**src/rtl/display_scan_controller.sv**
```systemverilog
// Multiplexed common-anode seven-segment scan controller with a double-buffered
// pattern store. Each digit slot starts with a short blanking phase to prevent ghosting.
//
// state    | meaning
// ---------+------------------------------------------------------------
// ST_BLANK | slot offset < BLANK_CYCLES, all anodes off, segments dark
// ST_DRIVE | rest of the slot, drive current digit if enabled
module display_scan_controller #(
  parameter int NUM_DIGITS   = 8,
  parameter int REFRESH_DIV  = 100000,
  parameter int BLANK_CYCLES = 16
) (
  input  logic                    clk,
  input  logic                    rst,
  input  logic [NUM_DIGITS*7-1:0] seg_in,
  input  logic                    load,
  input  logic [NUM_DIGITS-1:0]   digit_en,
  output logic [NUM_DIGITS-1:0]   an,
  output logic [6:0]              seg,
  output logic                    frame_done
);

  localparam int SLOT_W = $clog2(REFRESH_DIV);
  localparam int DIG_W  = (NUM_DIGITS > 1) ? $clog2(NUM_DIGITS) : 1;

  typedef enum logic {ST_BLANK, ST_DRIVE} state_e;
  localparam state_e ST_INIT = (BLANK_CYCLES > 0) ? ST_BLANK : ST_DRIVE;

  state_e                  state_q, state_d;
  logic [SLOT_W-1:0]       slot_q, slot_d;
  logic [DIG_W-1:0]        digit_q, digit_d;
  logic [NUM_DIGITS*7-1:0] pending_q, pending_d;
  logic                    pend_valid_q, pend_valid_d;
  logic [NUM_DIGITS*7-1:0] active_q, active_d;
  logic [NUM_DIGITS-1:0]   an_q, an_d;
  logic [6:0]              seg_q, seg_d;
  logic                    frame_done_q, frame_done_d;
  logic                    slot_last, digit_last, frame_end;

  always_ff @(posedge clk) begin
    if (rst) begin
      state_q      <= ST_INIT;
      slot_q       <= '0;
      digit_q      <= '0;
      pending_q    <= '1;
      pend_valid_q <= 1'b0;
      active_q     <= '1;
      an_q         <= '1;
      seg_q        <= 7'h7F;
      frame_done_q <= 1'b0;
    end else begin
      state_q      <= state_d;
      slot_q       <= slot_d;
      digit_q      <= digit_d;
      pending_q    <= pending_d;
      pend_valid_q <= pend_valid_d;
      active_q     <= active_d;
      an_q         <= an_d;
      seg_q        <= seg_d;
      frame_done_q <= frame_done_d;
    end
  end

  always_comb begin
    slot_last  = (slot_q == SLOT_W'(REFRESH_DIV - 1));
    digit_last = (digit_q == DIG_W'(NUM_DIGITS - 1));
    frame_end  = slot_last && digit_last;

    slot_d  = slot_last ? '0 : slot_q + 1'b1;
    digit_d = digit_q;
    if (slot_last) digit_d = digit_last ? '0 : digit_q + 1'b1;

    // Phase is decoded from the position being entered, so it lines up with slot_d.
    state_d = (int'(slot_d) < BLANK_CYCLES) ? ST_BLANK : ST_DRIVE;

    pending_d    = pending_q;
    pend_valid_d = pend_valid_q;
    active_d     = active_q;
    if (load) begin
      pending_d    = seg_in;
      pend_valid_d = 1'b1;
    end
    // A load coinciding with the frame boundary bypasses the pending buffer.
    if (frame_end) begin
      if (load) begin
        active_d     = seg_in;
        pend_valid_d = 1'b0;
      end else if (pend_valid_q) begin
        active_d     = pending_q;
        pend_valid_d = 1'b0;
      end
    end
  end

  always_comb begin
    an_d         = '1;
    seg_d        = 7'h7F;
    frame_done_d = frame_end;
    if (state_q == ST_DRIVE && digit_en[digit_q]) begin
      an_d[digit_q] = 1'b0;
      seg_d         = active_q[int'(digit_q)*7 +: 7];
    end
  end

  assign an         = an_q;
  assign seg        = seg_q;
  assign frame_done = frame_done_q;

endmodule
```
**config.mk**
```make
export PLATFORM = sky130hd
export DESIGN_NAME = display_scan_controller
export DESIGN_NICKNAME = d
export VERILOG_FILES = /design/src/rtl/display_scan_controller.sv
export SDC_FILE = /design/constraint.sdc
export NUM_CORES = 1
export LEC_CHECK = 0
export BUFFER_PORTS_ARGS = -buffer_cell sky130_fd_sc_hd__buf_2
export CAP_MARGIN = 25
export CORE_ASPECT_RATIO = 0.6
export CORE_MARGIN = 5
export CORE_UTILIZATION = 61
export DETAILED_ROUTE_END_ITERATION = 8
export GPL_ROUTABILITY_DRIVEN = 0
export PLACE_DENSITY_LB_ADDON = 0.05
export SETUP_SLACK_MARGIN = 0.2
export SLEW_MARGIN = 20
export SYNTH_ARGS = -nofsm -noshare
export SYNTH_HDL_FRONTEND = slang
export SYNTH_SLANG_ARGS = --single-unit
```
**constraint.sdc**
```tcl
create_clock -name clk -period 2.9 [get_ports clk]
set_input_delay 0.145 -clock clk [delete_from_list [all_inputs] [get_ports clk]]
set_output_delay 0.145 -clock clk [all_outputs]
set_load 0.005 [all_outputs]
```
=== After elaboration in Yosys (flattened, before gate mapping) ===
Index checks and enable logic that the tools add are counted.

* $add $sub $neg: 2
* $lt $le $gt $ge: 3
* Eq/ne operators: 2
* $mul: 1
* Shift-type cells: 1
* Reduce and logical (&&, ||, !) cells: 6
* Bitwise logic cells: 2
* Muxes and demuxes: 13

{| class="wikitable"
|+ Operators by type and width
! cell !! number
|-
| $mux 56 || 2
|-
| $shiftx 56x7->7 || 1
|-
| $add 17x1->17 const B || 1
|-
| $eq 17x17->1 const B || 1
|-
| $lt 17x5->1 const B || 1
|-
| $mux 17 || 1
|-
| $not 8->8 || 1
|-
| $mux 1 || 7
|-
| $mul 3x3->6 const B || 1
|-
| $lt 3x4->1 const B || 1
|-
| $add 3x1->3 const B || 1
|-
| $bmux 1 s3 || 1
|-
| $demux 1 s3 || 1
|-
| $eq 3x3->1 const B || 1
|-
| $ge 3x1->1 const B || 1
|-
| $logic_and 1x1->1 || 3
|-
| $mux 3 || 1
|-
| $reduce_and 2->1 || 1
|-
| $reduce_bool 2->1 || 1
|-
| $reduce_or 2->1 || 1
|-
| $not 1->1 || 1
|}

* Register bits: 150
* Input bits: 67
* Output and inout bits: 16
* Word-level logic and storage cells: 39

=== Longest topological paths before layout ===
* Depth in word-level cells: 5
* Gate-level depth with buffers: 9
* Mapped depth without buffers: 7

=== Least setup slack after synthesis ===
No wires, ideal clock.

* Path kind: register -> register
* From: register slot_q[12]
* To: register active_q[10]
* Setup time: 0.120 ns
* Path slack: 0.889 ns
* Arrival time: 1.891 ns
* Path buffers: 3
* Data required time: 2.780 ns
* Period minus slack after synthesis: 2.011 ns
* Cell stages (with the launch flop): 8
* Cell sequence: dfxtp_1 clkbuf_1 or4bb_1 nor4_2 nand3b_1 buf_4 buf_6 a211o_1

* Cells in the longest elaborated chain, start to end: 3

{| class="wikitable"
|+ Ends and longest elaborated chain
! what !! line !! text
|-
| start: declaration || 30 || <nowiki>logic [SLOT_W-1:0] slot_q, slot_d;</nowiki>
|-
| start signal: assignment || 53 || <nowiki>slot_q <= slot_d;</nowiki>
|-
| $eq 17x17->1 || 65 || <nowiki>slot_last = (slot_q == SLOT_W'(REFRESH_DIV - 1));</nowiki>
|-
| $logic_and 1x1->1 || 67 || <nowiki>frame_end = slot_last && digit_last;</nowiki>
|-
| $reduce_and 2->1 (no source line) || - ||
|-
| end signal: assignment || 57 || <nowiki>active_q <= active_d;</nowiki>
|-
| end: declaration || 34 || <nowiki>logic [NUM_DIGITS*7-1:0] active_q, active_d;</nowiki>
|}

Every way passes these cells.
A chain may end at the register's enable or synchronous reset.

=== Final worst setup path ===
* From: register slot_q[6]
* To: register active_q[5]

Same word-level chain as after synthesis.

==> impl_metrics.csv <==
group,metric,value,unit
clock_tree,clk_pin_slew,0.06,ns
sta,fin_hold_ws,0.003442,ns
clock_tree,clk_latency,0.42,ns
sta,finalMaxSlewViolations,0,
clock_tree,post_cts_buffers,0,
setup_path,rr_startpoint,"slot_q[6]",
synthesis,yosys_warnings,0,
floorplanning,die_w,139.4,µm
setup_path,crit_type,"reg2reg",
synthesis,synthXorXnorAreaFrac,2.142,%
sta,period_minus_slack,2.317,ns
run,maxCapViolCount,0,
clock_tree,cts_resized,0,
pwr,p_per_area,636.0,nW/µm²
global_routing,grt_pass1_wl,23520,µm
setup_path,slowest_delay,0.59,ns
synthesis,syn_avg_cell_area,10.22,µm²
clock_tree,cts_tree,"yes",
floorplanning,start_util,62.29,%
final_layout,antennaDiodeCount,0,
floorplanning,io_pins,83,
placed_design,dp_cells,777,
floorplanning,die_y,87.67,µm
global_routing,antenna_found_initial,0,
route,first_pass_iters,5,
route,wire_per_inst,17.13,µm
final_layout,post_route_cells_drive_above_1_share,19.21,%
sta,hold_violations,0,
setup_path,cp.arrival,2.62,ns
setup_path,cp-start-kind,"register",
setup_path,r2r_slack,0.58,ns
pwr,leakage,3.075,nW
placed_design,hpwlAfterDp,9549,µm
setup_path,r2r_cells,5,
synthesis,syn-cell-area,6132,µm²
min_path,holdCritPathClass,"in2reg",
floorplanning,die-area,12220,µm²
clock_tree,htreeDepth,4,
sta,tightest_slew,0.5966,ns
final_layout,multi_input_area,2892,µm²
synthesis,synth_compound_area_share,12.24,%
sta,fin_setup_tns,0,ns
clock_tree,root_buffer,"clkbuf_16",
sta,slew_headroom,59.93,%
synthesis,synth-main-ff-cell,"dfxtp_1",
global_routing,grt_util_all_layers,24.45,%
final_layout,seqCellArea,3003,µm²
route,vias,4691,
final_layout,instances_no_fill,843,
global_routing,grt_start_max_net_pins,113,
final_layout,layout_commonest_cell,"dfxtp_1",
min_path,hold_end,"pending_q[54]",
synthesis,ys_async_sr_fraction,0,%
synthesis,syn-num-nets,670,
setup_path,reg2reg_to,"active_q[5]",
synthesis,syn_inst,600,
synthesis,ys_types,52,
synthesis,muxShareOfSynthArea,13.87,%
final_layout,area_delta_synth_final,23.14,%
synthesis,synth-simple-area-share,18.28,%
synthesis,ys_seq_area_share,48.97,%
setup_path,cpMaxStageDelayCell,"or4b_4",
placed_design,post-place-ws,0.6409,ns
floorplanning,row_count,28,
route,route.detailed.drc,0,
sta,fmax,0.4315,GHz
synthesis,synth_fa_ha_area_share,0.6121,%
min_path,hold_depth,3,
setup_path,endpoint_kind,"register",
synthesis,synth-edff-count,0,
synthesis,ys_seq_elements,150,
route,drt.antenna.violating_nets,0,
global_routing,grt_pass1_vias,4530,
setup_path,worstPathRequired,3.20,ns
clock_tree,cts.path.max_buffers,2,
synthesis,synth_top_family_by_area,"simple AND/OR/NAND/NOR gates",
min_path,hold_start,"seg_in[54]",
run_status,status,"completed",
setup_path,cp_max_fo,112,
sta,setup_viol,0,
sta,period_share,79.91,%
route,drt-total-wl,14440,µm
route,via_per_inst,5.565,
route,first_iter_violations,361,
clock_tree,cts_sinks,150,
sta,setup_ws,0.5827,ns
floorplanning,coreArea,9844,µm²
final_layout,mostFrequentLayoutCells,"150 x dfxtp_1, 88 x nor2_1, 80 x buf_2",
setup_path,crit_chain,"or4b_4 > nor4_2 > nand3b_1 > buf_12 > a211o_1",
clock_tree,cts_made_buffers,17,
pwr,vdd_drop_max,590.2,µV
sta,rsz0062_at_grt,"false",
placed_design,io_buffers,82,
global_routing,grt.overflow.total,0,
final_layout,nNetsFinal,765,
sta,clock_skew,0.007645,ns
final_layout,fillCellCount,678,
## cell type report
| cell class | instances | share of cell area (%) |
|---|---|---|
| sequential | 150 | 39.77 |
| tap | 135 | 2.237 |
| multi-input combinational | 401 | 38.29 |
| clock buffer | 20 | 6.048 |
| timing repair buffer | 124 | 10.97 |
| clock inverter | 12 | 2.635 |
| inverter | 1 | 0.04971 |
## power by group
part           switching (W)  leakage (nW)  internal (W)
Sequential         0.0000152          1.23       0.00211
Combinational       0.000124          1.53      0.000129
Clock               0.000848         0.320       0.00157
Total               0.000988          3.08       0.00381
## cells in the mapped netlist (all sizes together) (2+ instances only)
| master | instances | area share, % |
|---|---|---|
| nand4bb | 2 | 0.37 |
| o22ai | 2 | 0.20 |
| nand4 | 5 | 0.51 |
| mux2i | 67 | 11 |
| buf | 19 | 2.0 |
| and4 | 4 | 0.57 |
| mux4 | 6 | 2.2 |
| a21oi | 8 | 0.65 |
| clkbuf | 29 | 1.8 |
| nor2 | 88 | 5.4 |
| a22oi | 4 | 0.49 |
| nand2 | 20 | 1.2 |
| mux2 | 4 | 0.73 |
| a22o | 2 | 0.29 |
| and2 | 3 | 0.31 |
| nand3b | 5 | 0.61 |
| a211oi | 2 | 0.24 |
| dfxtp | 150 | 49 |
| xor2 | 10 | 1.4 |
| nand2b | 57 | 5.8 |
| and3 | 4 | 0.41 |
| o21ai | 2 | 0.16 |
| nor4 | 2 | 0.55 |
| a221oi | 3 | 0.43 |
| xnor2 | 5 | 0.71 |
| nor2b | 5 | 0.51 |
| ha | 3 | 0.61 |
| a31oi | 4 | 0.41 |
| a211o | 56 | 8.0 |
| nand3 | 9 | 0.73 |
| o211ai | 3 | 0.37 |
## critical path, delay by kind of cell, from the launching register on
family | cells | cell delay [ns]
simple gates | 3 | 1.17
flops | 1 | 0.37
compound gates | 1 | 0.34
buf+inv | 1 | 0.28
## state kept, by name (all words and copies together) (netlist names)
signal	count
active_q	56
pending_q	56
slot_q	17
an	8
seg	7
digit_q	3
frame_done	1
pend_valid_q	1
state_q	1
## routing by layer
metal | up-vias | global-route usage, % | wire [µm]
li1 | 2309 | - | -
met1 | 2217 | 34.31 | 7024
met2 | 143 | 38.04 | 6416
met3 | 22 | 5.892 | 793
met4 | 0 | 7.194 | 204
met5 | - | 0 | 0
## logic make-up after synthesis
family,after synthesis
fa+ha+maj,3
mux,77
compound gates,93
buf+inv,49
xor+xnor,15
simple gates,213
flops,150
## stage by stage
step / util (%) / instance area [µm²] / power (W)
2_1_floorplan: - / 6132 / 0.002307
3_3_place_gp: 66.59 / 6555 / 0.002381
3_5_place_dp: 66.59 / 6555 / 0.002388
4_1_cts: 76.70 / 7551 / 0.004826
5_1_grt: 76.70 / 7551 / 0.004955
6_report: 76.70 / 7551 / 0.004802
## what timing repair did
action / in CTS / in global routing
endpoints found under the hold margin: 34 / 0
endpoints found under the setup margin: 0 / 0
hold buffers: 34 / 0
## how the worst max path moves through the flow
stage          startpoint           end  slack [ns]  cells after the start
2_1_floorplan  slot_q[12]  active_q[10]        0.89                      7
3_3_place_gp   digit_q[0]         an[3]        0.70                      7
3_5_place_dp    slot_q[6]  active_q[43]        0.64                      5
4_1_cts         slot_q[6]  active_q[43]        0.63                      5
5_1_grt         slot_q[5]       state_q        0.49                      6
6_report        slot_q[6]   active_q[5]        0.58                      5
(Power assumes the default switching activity.)
